--- src/rtl/apb_wdog_sequencer.sv ---
// apb_wdog_sequencer: APB master that configures and kicks the APB watchdog (option: WDOG_READBACK_EN adds a CONTROL readback check)
module apb_wdog_sequencer #(
  parameter int TIMEOUT_CYC = 16,
  parameter bit RELOCK      = 1'b1
) (
  input  logic        PCLK,
  input  logic        PRESETn,
  input  logic        cfg_start,
  input  logic [31:0] cfg_load,
  input  logic        cfg_inten,
  input  logic        cfg_resen,
  input  logic        kick_req,
  output logic        kick_ack,
  output logic        busy,
  output logic        done,
  output logic        cfg_err,
  output logic        PSEL,
  output logic        PENABLE,
  output logic [9:0]  PADDR,
  output logic        PWRITE,
  output logic [31:0] PWDATA,
  input  logic [31:0] PRDATA,
  input  logic        PREADY,
  input  logic        PSLVERR
);
  typedef enum logic [1:0] {IDLE, SETUP, ACCESS} state_t;
  typedef enum logic [2:0] {OP_UNLK, OP_LOAD, OP_CTRL, OP_READ, OP_LOCK, OP_ICLR} op_t;
  localparam int TW = $clog2(TIMEOUT_CYC + 1);
`ifdef WDOG_READBACK_EN
  localparam int RB = 1;
`else
  localparam int RB = 0;
`endif
  localparam logic [2:0]  CFG_LAST  = 3'(2 + RB + int'(RELOCK));
  localparam logic [2:0]  KICK_LAST = 3'(1 + int'(RELOCK));
  localparam logic [31:0] KEY       = 32'h1ACCE551;
  localparam logic [TW-1:0] TMAX    = TW'(TIMEOUT_CYC);
  state_t        r_state;
  logic [2:0]    r_step;
  logic          r_kick;
  logic [TW-1:0] r_tcnt;
  logic [31:0]   r_load;
  logic          r_inten;
  logic          r_resen;
  logic          w_start_cfg;
  logic          w_start_kick;
  logic          w_nkick;
  logic [2:0]    w_nstep;
  op_t           w_nop;
  logic [9:0]    w_addr;
  logic [31:0]   w_wdata;
  logic          w_last;
  logic [TW-1:0] w_tinc;
  logic          w_rb_err;
  logic          w_err;
  logic          w_unused;
  assign w_unused     = ^PRDATA;
  assign busy         = r_state != IDLE;
  assign w_start_cfg  = r_state == IDLE && cfg_start;
  assign w_start_kick = r_state == IDLE && !cfg_start && kick_req && done;
  assign w_nkick      = r_state == IDLE ? w_start_kick : r_kick;
  assign w_nstep      = r_state == IDLE ? 3'd0 : r_step + 3'd1;
  assign w_last       = r_step == (r_kick ? KICK_LAST : CFG_LAST);
  assign w_tinc       = r_tcnt == TMAX ? r_tcnt : r_tcnt + 1'b1;
`ifdef WDOG_READBACK_EN
  assign w_rb_err = !r_kick && r_step == 3'd3 && PRDATA[1:0] != {r_resen, r_inten};
`else
  assign w_rb_err = 1'b0;
`endif
  assign w_err = (PREADY && (PSLVERR || w_rb_err)) || (!PREADY && w_tinc == TMAX);
  // Decode the bus operation for the step about to enter SETUP
  always_comb begin
    w_nop   = w_nkick ? (w_nstep == 3'd0 ? OP_UNLK : w_nstep == 3'd1 ? OP_ICLR : OP_LOCK)
                      : (w_nstep == 3'd0 ? OP_UNLK : w_nstep == 3'd1 ? OP_LOAD :
                         w_nstep == 3'd2 ? OP_CTRL : (RB == 1 && w_nstep == 3'd3) ? OP_READ : OP_LOCK);
    w_addr  = (w_nop == OP_LOAD) ? 10'h000 : (w_nop == OP_CTRL || w_nop == OP_READ) ? 10'h002 :
              (w_nop == OP_ICLR) ? 10'h003 : 10'h300;
    w_wdata = (w_nop == OP_UNLK) ? KEY : (w_nop == OP_LOAD) ? r_load :
              (w_nop == OP_CTRL) ? {30'b0, r_resen, r_inten} : (w_nop == OP_ICLR) ? 32'h1 : 32'h0;
  end
  // Sequencer FSM driving the APB master and the status outputs
  always_ff @(posedge PCLK or negedge PRESETn) begin
    if (!PRESETn) begin
      r_state  <= IDLE;
      r_step   <= '0;
      r_kick   <= 1'b0;
      r_tcnt   <= '0;
      r_load   <= '0;
      r_inten  <= 1'b0;
      r_resen  <= 1'b0;
      kick_ack <= 1'b0;
      done     <= 1'b0;
      cfg_err  <= 1'b0;
      PSEL     <= 1'b0;
      PENABLE  <= 1'b0;
      PADDR    <= '0;
      PWRITE   <= 1'b0;
      PWDATA   <= '0;
    end else begin
      kick_ack <= 1'b0;
      case (r_state)
        IDLE: if (w_start_cfg || w_start_kick) begin
          if (w_start_cfg) begin
            done    <= 1'b0;
            cfg_err <= 1'b0;
            r_load  <= cfg_load;
            r_inten <= cfg_inten;
            r_resen <= cfg_resen;
          end
          r_kick  <= w_start_kick;
          r_step  <= w_nstep;
          r_tcnt  <= '0;
          PSEL    <= 1'b1;
          PADDR   <= w_addr;
          PWRITE  <= w_nop != OP_READ;
          PWDATA  <= w_wdata;
          r_state <= SETUP;
        end
        SETUP: begin
          PENABLE <= 1'b1;
          r_state <= ACCESS;
        end
        ACCESS: if (w_err) begin
          PSEL    <= 1'b0;
          PENABLE <= 1'b0;
          cfg_err <= 1'b1;
          done    <= r_kick ? 1'b0 : done;
          r_state <= IDLE;
        end else if (PREADY && w_last) begin
          PSEL     <= 1'b0;
          PENABLE  <= 1'b0;
          kick_ack <= r_kick;
          done     <= r_kick ? done : 1'b1;
          r_state  <= IDLE;
        end else if (PREADY) begin
          PENABLE <= 1'b0;
          r_step  <= w_nstep;
          r_tcnt  <= '0;
          PADDR   <= w_addr;
          PWRITE  <= w_nop != OP_READ;
          PWDATA  <= w_wdata;
          r_state <= SETUP;
        end else begin
          r_tcnt <= w_tinc;
        end
        default: r_state <= IDLE;
      endcase
    end
  end
endmodule

--- config.mk ---
export PLATFORM = sky130hd
export DESIGN_NAME = apb_wdog_sequencer
export DESIGN_NICKNAME = d
export VERILOG_FILES = /design/src/rtl/apb_wdog_sequencer.sv
export SDC_FILE = /design/constraint.sdc
export NUM_CORES = 1
export LEC_CHECK = 0
export ABC_AREA = 1
export CORE_MARGIN = 4
export CORE_UTILIZATION = 51
export DETAILED_ROUTE_END_ITERATION = 16
export PLACE_DENSITY = 0.86
export REMOVE_ABC_BUFFERS = 1
export SYNTH_ARGS = -nofsm -noshare
export SYNTH_HDL_FRONTEND = slang
export SYNTH_SLANG_ARGS = --single-unit
--- constraint.sdc ---
create_clock -name PCLK -period 2.88 [get_ports PCLK]
set_input_delay 0.576 -clock PCLK [delete_from_list [all_inputs] [get_ports PCLK]]
set_output_delay 0.576 -clock PCLK [all_outputs]
set_load 0.02 [all_outputs]
==> results of run 1 <==
-- worst paths after layout --
path | slack (ns) | from | endpoint
worst max-delay path | 0.43 | r_state[0] | busy
worst min-delay path | 0.40 | PRESETn | PWDATA[30]
worst max register to register | 0.48 | r_state[0] | PWDATA[24]
worst min register to register | 0.48 | PWDATA[27] | PWDATA[27]
max in group asynchronous | 1.81 | PRESETn | r_tcnt[2]
min in group PCLK | 0.48 | PWDATA[27] | PWDATA[27]
-- metrics by stage --
step / total power [mW] / hold WS [ns] / TNS, ns
global route: 6.44 / 0.491 / 0
floorplan: 3.94 / 0.280 / 0
finish: 5.99 / 0.405 / 0
CTS: 6.03 / 0.442 / 0
global placement: 4.93 / 0.449 / -0.0355
detailed placement: 5.05 / 0.462 / -1.14
-- worst register-to-register path, delay by kind of cell, from the launching register on --
kind | cells | cell delay [ns]
simple gates | 4 | 0.97
buf+inv | 3 | 0.51
flops | 1 | 0.41
fa+ha+maj | 1 | 0.36
compound gates | 1 | 0.07
-- state kept, by name (all words and copies together), names as in the netlist --
register,count
r_resen,1
cfg_err,1
PADDR,3
done,1
r_step,3
PSEL,1
r_kick,1
PWDATA,32
PWRITE,1
kick_ack,1
r_tcnt,5
r_load,32
r_state,2
PENABLE,1
r_inten,1
-- cells by family after synthesis --
family	synth area share
flip-flops	0.533
AO/OA/AOI/OAI	0.0902
buffers and inverters	0.0707
multiplexers	0.0753
AND/OR/NAND/NOR	0.206
adder cells (fa/ha/maj)	0.0217
XOR/XNOR	0.00217
other	0.000929
-- metal layers --
| layer | GRT usage | vias to the layer above | wire (µm) |
|---|---|---|---|
| met5 | 0 | - | 0 |
| met4 | 0.0637 | 0 | 97 |
| met3 | 0.0656 | 11 | 640 |
| met2 | 0.309 | 76 | 4150 |
| met1 | 0.213 | 1492 | 3440 |
| li1 | - | 1524 | - |
-- final cells by class --
| class | instances | area share |
|---|---|---|
| Tap cell | 102 | 0.0249 |
| Inverter | 29 | 0.0213 |
| Clock buffer | 10 | 0.0269 |
| Multi-Input combinational cell | 294 | 0.316 |
| Clock inverter | 6 | 0.0181 |
| Timing Repair Buffer | 89 | 0.173 |
| Sequential cell | 86 | 0.420 |
-- power by group through the flow --
stage | clock (mW) | combinational, mW | sequential (mW)
finish | 0.957 | 2.99 | 2.04
global route | 1.02 | 3.32 | 2.10
CTS | 0.976 | 3.02 | 2.04
detailed placement | 0 | 3.00 | 2.05
global placement | 0 | 2.90 | 2.03
floorplan | 0 | 1.64 | 2.30
-- cell usage after synthesis, drive strengths merged --
master | n | area share
dfrtp | 86 | 0.53
nand4 | 3 | 0.0047
ha | 7 | 0.022
clkbuf | 4 | 0.0037
mux2 | 27 | 0.075
o21ai | 42 | 0.074
nand3b | 1 | 0.0019
nor3 | 2 | 0.0053
buf | 20 | 0.040
nand3 | 27 | 0.035
nor2 | 31 | 0.029
inv | 29 | 0.027
xnor2 | 1 | 0.0022
o21bai | 1 | 0.0019
conb | 1 | 0.00093
a21oi | 10 | 0.012
nand2 | 135 | 0.13
o22ai | 1 | 0.0016
==> metrics.yaml, run 1 <==
timing:
  post-route-min-period_ns: 2.45
  drv_slew: 0
  finalClockSkew_ns: 0.00773
  finalHoldViolations: 0
  tightest_slew_ns: 1.04
  fin_crit_sh: 0.850
  fin_ws_ns: 0.433
  fmax_mhz: 409
  final-setup-viol-count: 0
  slew-limit-headroom: 0.306
  rsz0062_at_grt: "no"
clocking:
  cts_resized: 0
  clock_latency_ns: 0.35
  cts_root_buf: "clkbuf_8"
  cts_buffer_depth: 2
  cts-buffers-inserted: 9
  clkSlewWorstSetupHoldPaths_ns: 0.09
  ctsHoldBuffers: 0
  post_cts_buffers: 0
  h-tree-depth: 3
  cts_tree: "done"
  clock-sinks: 86
placement:
  postPlaceCellArea_mm2: 0.00488
  placed_cells: 599
  dp_hpwl_um: 5870
  gp_congestion: 0.823
  preCtsSetupSlack_ns: -0.0774
  io_buffers: 82
layout:
  multi_input_area_mm2: 0.00162
  seq_area_mm2: 0.00215
  layout-drive-gt1-share: 0.158
  final_core_util: 0.663
  layoutNonFillerInstCount: 616
  fin_nets: 588
  fillCellCount: 563
  diodes: 0
  most-common-layout-cells: "nand2_1 (131), dfrtp_1 (86), clkdlybuf4s50_1 (81), nor2_1 (31)"
  final_common_cell: "nand2_1"
  area_growth_pct: 26.8
  final_area_mm2: 0.00512
detailed_routing:
  first_pass_iters: 4
  vias: 3103
  wl_per_cell_um: 13.5
  ant_nets: 0
  vias_per_cell: 5.04
  drc: 0
  routed_wl_um: 8320
  dr.first_iter.drc_count: 127
setup_path:
  worst_path_max_delay_cell: "clkdlybuf4s50_1"
  cpPeakStageDelay_ns: 0.62
  crit_chain: "inv_1 -> ha_1 -> inv_1 -> clkdlybuf4s50_1"
  required_ns: 2.30
  rr_worst_depth: 9
  crit_buf_inv: 3
  crit_family: "buffers and inverters"
  start_kind: "flip-flop"
  endpoint_kind: "output port"
  cpMostUsedCell: "inv_1"
  crit_fanout: 6
  worstSetupPathType: "flip-flop to output port"
  critPathArrivalTime_ns: 1.87
  crit_cells: 4
synth:
  synth_cell_types: 28
  synthCells: 428
  synth-seq-cells: 86
  yosys_warnings: 0
  ys_seq_area_frac: 0.533
  synth_area_mm2: 0.00404
  syn-mean-instance-area_um2: 9.43
run_status:
  outcome: "completed"
global_routing:
  grt_pass1_vias: 3085
  gr-total-overflow: 0
  grt_max_degree: 87
  grt_pass1_wl_um: 14100
  antenna_found_initial: 0
  grt_usage: 0.182
power_and_ir_drop:
  internal_power_mw: 3.51
  netSwitchingFraction: 0.414
  power_frac_comb: 0.500
  power_density_mw_per_mm2: 1170
  p_seq_frac: 0.340
  p_leak_nw: 2.38
  clock_power_share: 0.160
  peakVddDrop_v: 0.000692
  switchingPower_mw: 2.48
floorplanning:
  num_rows: 32
  die_y_um: 97.0
  io_pins: 121
  coreArea_mm2: 0.00773
  fp.dieW_um: 97.0
  start_util: 0.522
  dieArea_mm2: 0.00940
hold_path:
  hp-class: "input pin to async pin"
flow_run:
  cap_viol_max_count: 0
Note: power is estimated with default switching activity, not from simulation.
==> run 2: changes to the inputs <==
CORE_UTILIZATION = 47   (was 51)
PLACE_DENSITY = 0.8   (was 0.86)
clock period = 2.6 ns   (was 2.88 ns; I/O delays follow)
==> run 2 against run 1 <==
- clock power fell by 2.3%
- cell area up 0.83%
- total power rose by 11%
- clock-buffer cell count unchanged
- sequential share of layout area shrank 0.35 points
==> metrics.yaml, run 2 (same netlist as run 1, synthesis figures left out) <==
clocking:
  cts-buffers-inserted: 9  # unchanged
  cts_tree: "done"
  clkSlewWorstSetupHoldPaths_ns: 0.09  # about the same
  cts_buffer_depth: 2  # unchanged
  clock_latency_ns: 0.35  # about the same
  cts_root_buf: "clkbuf_8"
  post_cts_buffers: 0  # unchanged
  cts_resized: 0  # unchanged
  clock-sinks: 86  # unchanged
  h-tree-depth: 3  # unchanged
  ctsHoldBuffers: 0  # unchanged
layout:
  area_growth_pct: 27.9
  fin_nets: 592  # +0.68%
  diodes: 0  # unchanged
  reg_top3: "PWDATA x32, r_load x32, r_tcnt x5"
  most-common-layout-cells: "nand2_1 (130), dfrtp_1 (86), clkdlybuf4s50_1 (81), nor2_1 (31)"
  layout-drive-gt1-share: 0.164  # +0.00651
  fillCellCount: 683  # +21%
  final_common_cell: "nand2_1"
detailed_routing:
  routed_wl_um: 8560  # +2.9%
  vias: 3131  # +0.90%
  vias_per_cell: 5.03  # -0.23%
  drc: 0  # unchanged
  wl_per_cell_um: 13.7  # +1.7%
  ant_nets: 0  # unchanged
  dr.first_iter.drc_count: 145  # +14%
  first_pass_iters: 4  # unchanged
flow_run:
  cap_viol_max_count: 0  # unchanged
floorplanning:
  die_y_um: 101  # +3.8%
  start_util: 0.486  # -0.0360
  fp.dieW_um: 101  # +3.8%
  num_rows: 33  # +3.1%
  coreArea_mm2: 0.00830  # +7.4%
  dieArea_mm2: 0.0101  # +7.8%
  io_pins: 121  # unchanged
hold_path:
  hp-class: "input pin to async pin"
placement:
  io_buffers: 82  # unchanged
  gp_congestion: 0.900  # +9.3%
  dp_hpwl_um: 6140  # +4.7%
global_routing:
  gr-total-overflow: 0  # unchanged
  grt_max_degree: 48  # -45%
  grt_usage: 0.180  # -0.00201
  antenna_found_initial: 0  # unchanged
  grt_pass1_vias: 3175  # +2.9%
  grt_pass1_wl_um: 14400  # +2.5%
power_and_ir_drop:
  clock_power_share: 0.140  # -0.020
  power_density_mw_per_mm2: 1290  # +10%
  finalPower_mw: 6.66  # +11%
  p_seq_frac: 0.339  # about the same
  netSwitchingFraction: 0.418  # +0.00398
  peakVddDrop_v: 0.000663  # -4.1%
  p_leak_nw: 2.40  # +0.83%
  internal_power_mw: 3.88  # +10%
  power_frac_comb: 0.521  # +0.021
  switchingPower_mw: 2.78  # +12%
setup_path:
  worst_path_max_delay_cell: "clkdlybuf4s50_1"
  crit_chain: "inv_1 -> ha_1 -> inv_1 -> clkdlybuf4s50_1"
  required_ns: 2.08  # -0.22 ns
  worstSetupPathType: "flip-flop to output port"
  cpPeakStageDelay_ns: 0.63  # about the same
  critPathArrivalTime_ns: 1.89  # +0.02 ns
  cpMostUsedCell: "inv_1"
  crit_fanout: 6  # unchanged
  crit_buf_inv: 3  # unchanged
  endpoint_kind: "output port"
  start_kind: "flip-flop"
  crit_family: "buffers and inverters"
timing:
  tightest_slew_ns: 0.598  # -0.443 ns
  finalHoldViolations: 0  # unchanged
  rsz0062_at_grt: "no"
  final-setup-viol-count: 0  # unchanged
  fin_tns_setup_ns: 0  # unchanged
  slew-limit-headroom: 0.601  # +0.295
  fin_crit_sh: 0.925
  finalClockSkew_ns: 0.00727  # -0.000462 ns
  fmax_mhz: 416
  post-route-min-period_ns: 2.41
  drv_slew: 0  # unchanged
run_status:
  outcome: "completed"
run 2: changes by cell type in the layout (fill, tap and decap cells not counted), sizes merged:
cell,previous run,this run
buf,8,12
clkinv,0,2
bufinv,2,1
inv,31,30
run 2: worst paths after layout:
path | from | endpoint | slack, ns | cells past startpoint
max | r_state[0] | busy | 0.19 | 4
max in group asynchronous | PRESETn | PWDATA[13] | 1.80 | 2
min in group PCLK | PWRITE | PWRITE | 0.47 | 2
min | PRESETn | PWDATA[5] | 0.18 | 1
min reg2reg | PWRITE | PWRITE | 0.47 | 2
max reg2reg | r_tcnt[0] | r_tcnt[0] | 0.43 | 15
run 2: area by class of cell:
type,count,area (µm²),area share
Sequential cell,86,2150,0.417
Tap cell,105,131,0.0254
Multi-Input combinational cell,294,1620,0.314
Timing Repair Buffer,93,951,0.184
Clock inverter,6,71.3,0.0138
Clock buffer,10,128,0.0247
Inverter,29,109,0.0211
run 2: metal layers:
metal / wire, µm / share of wire / vias up / track usage
met5: 0 / 0 / - / 0
met4: 132 / 0.015 / 0 / 0.0798
met3: 807 / 0.094 / 15 / 0.0699
met2: 4100 / 0.48 / 91 / 0.291
met1: 3520 / 0.41 / 1491 / 0.212
li1: - / - / 1534 / -
run 2: power by group through the flow:
stage / Combinational, mW / Clock [mW] / Sequential (mW)
2_1_floorplan: 1.82 / 0 / 2.55
3_3_place_gp: 3.40 / 0 / 2.26
3_5_place_dp: 3.51 / 0 / 2.28
4_1_cts: 3.53 / 0.968 / 2.26
5_1_grt: 3.83 / 1.03 / 2.34
6_report: 3.47 / 0.935 / 2.26
run 2: stage by stage:
stage | instance area [µm²] | util | cells | hold WS [ns] | setup WS, ns
floorplan | 3880 | - | 409 | 0.224 | 0.339
global placement | 4960 | 0.598 | 607 | 0.449 | 0.355
detailed placement | 4960 | 0.598 | 607 | 0.450 | 0.270
CTS | 5160 | 0.622 | 623 | 0.174 | 0.160
global route | 5160 | 0.622 | 623 | 0.196 | 0.113
finish | 5160 | 0.622 | 623 | 0.177 | 0.194
==> run 3: changes to the inputs <==
HOLD_SLACK_MARGIN = 0.1   (was unset)
==> results of run 3 <==
No change in the layout: final DEF, timing and power equal those of run 2.
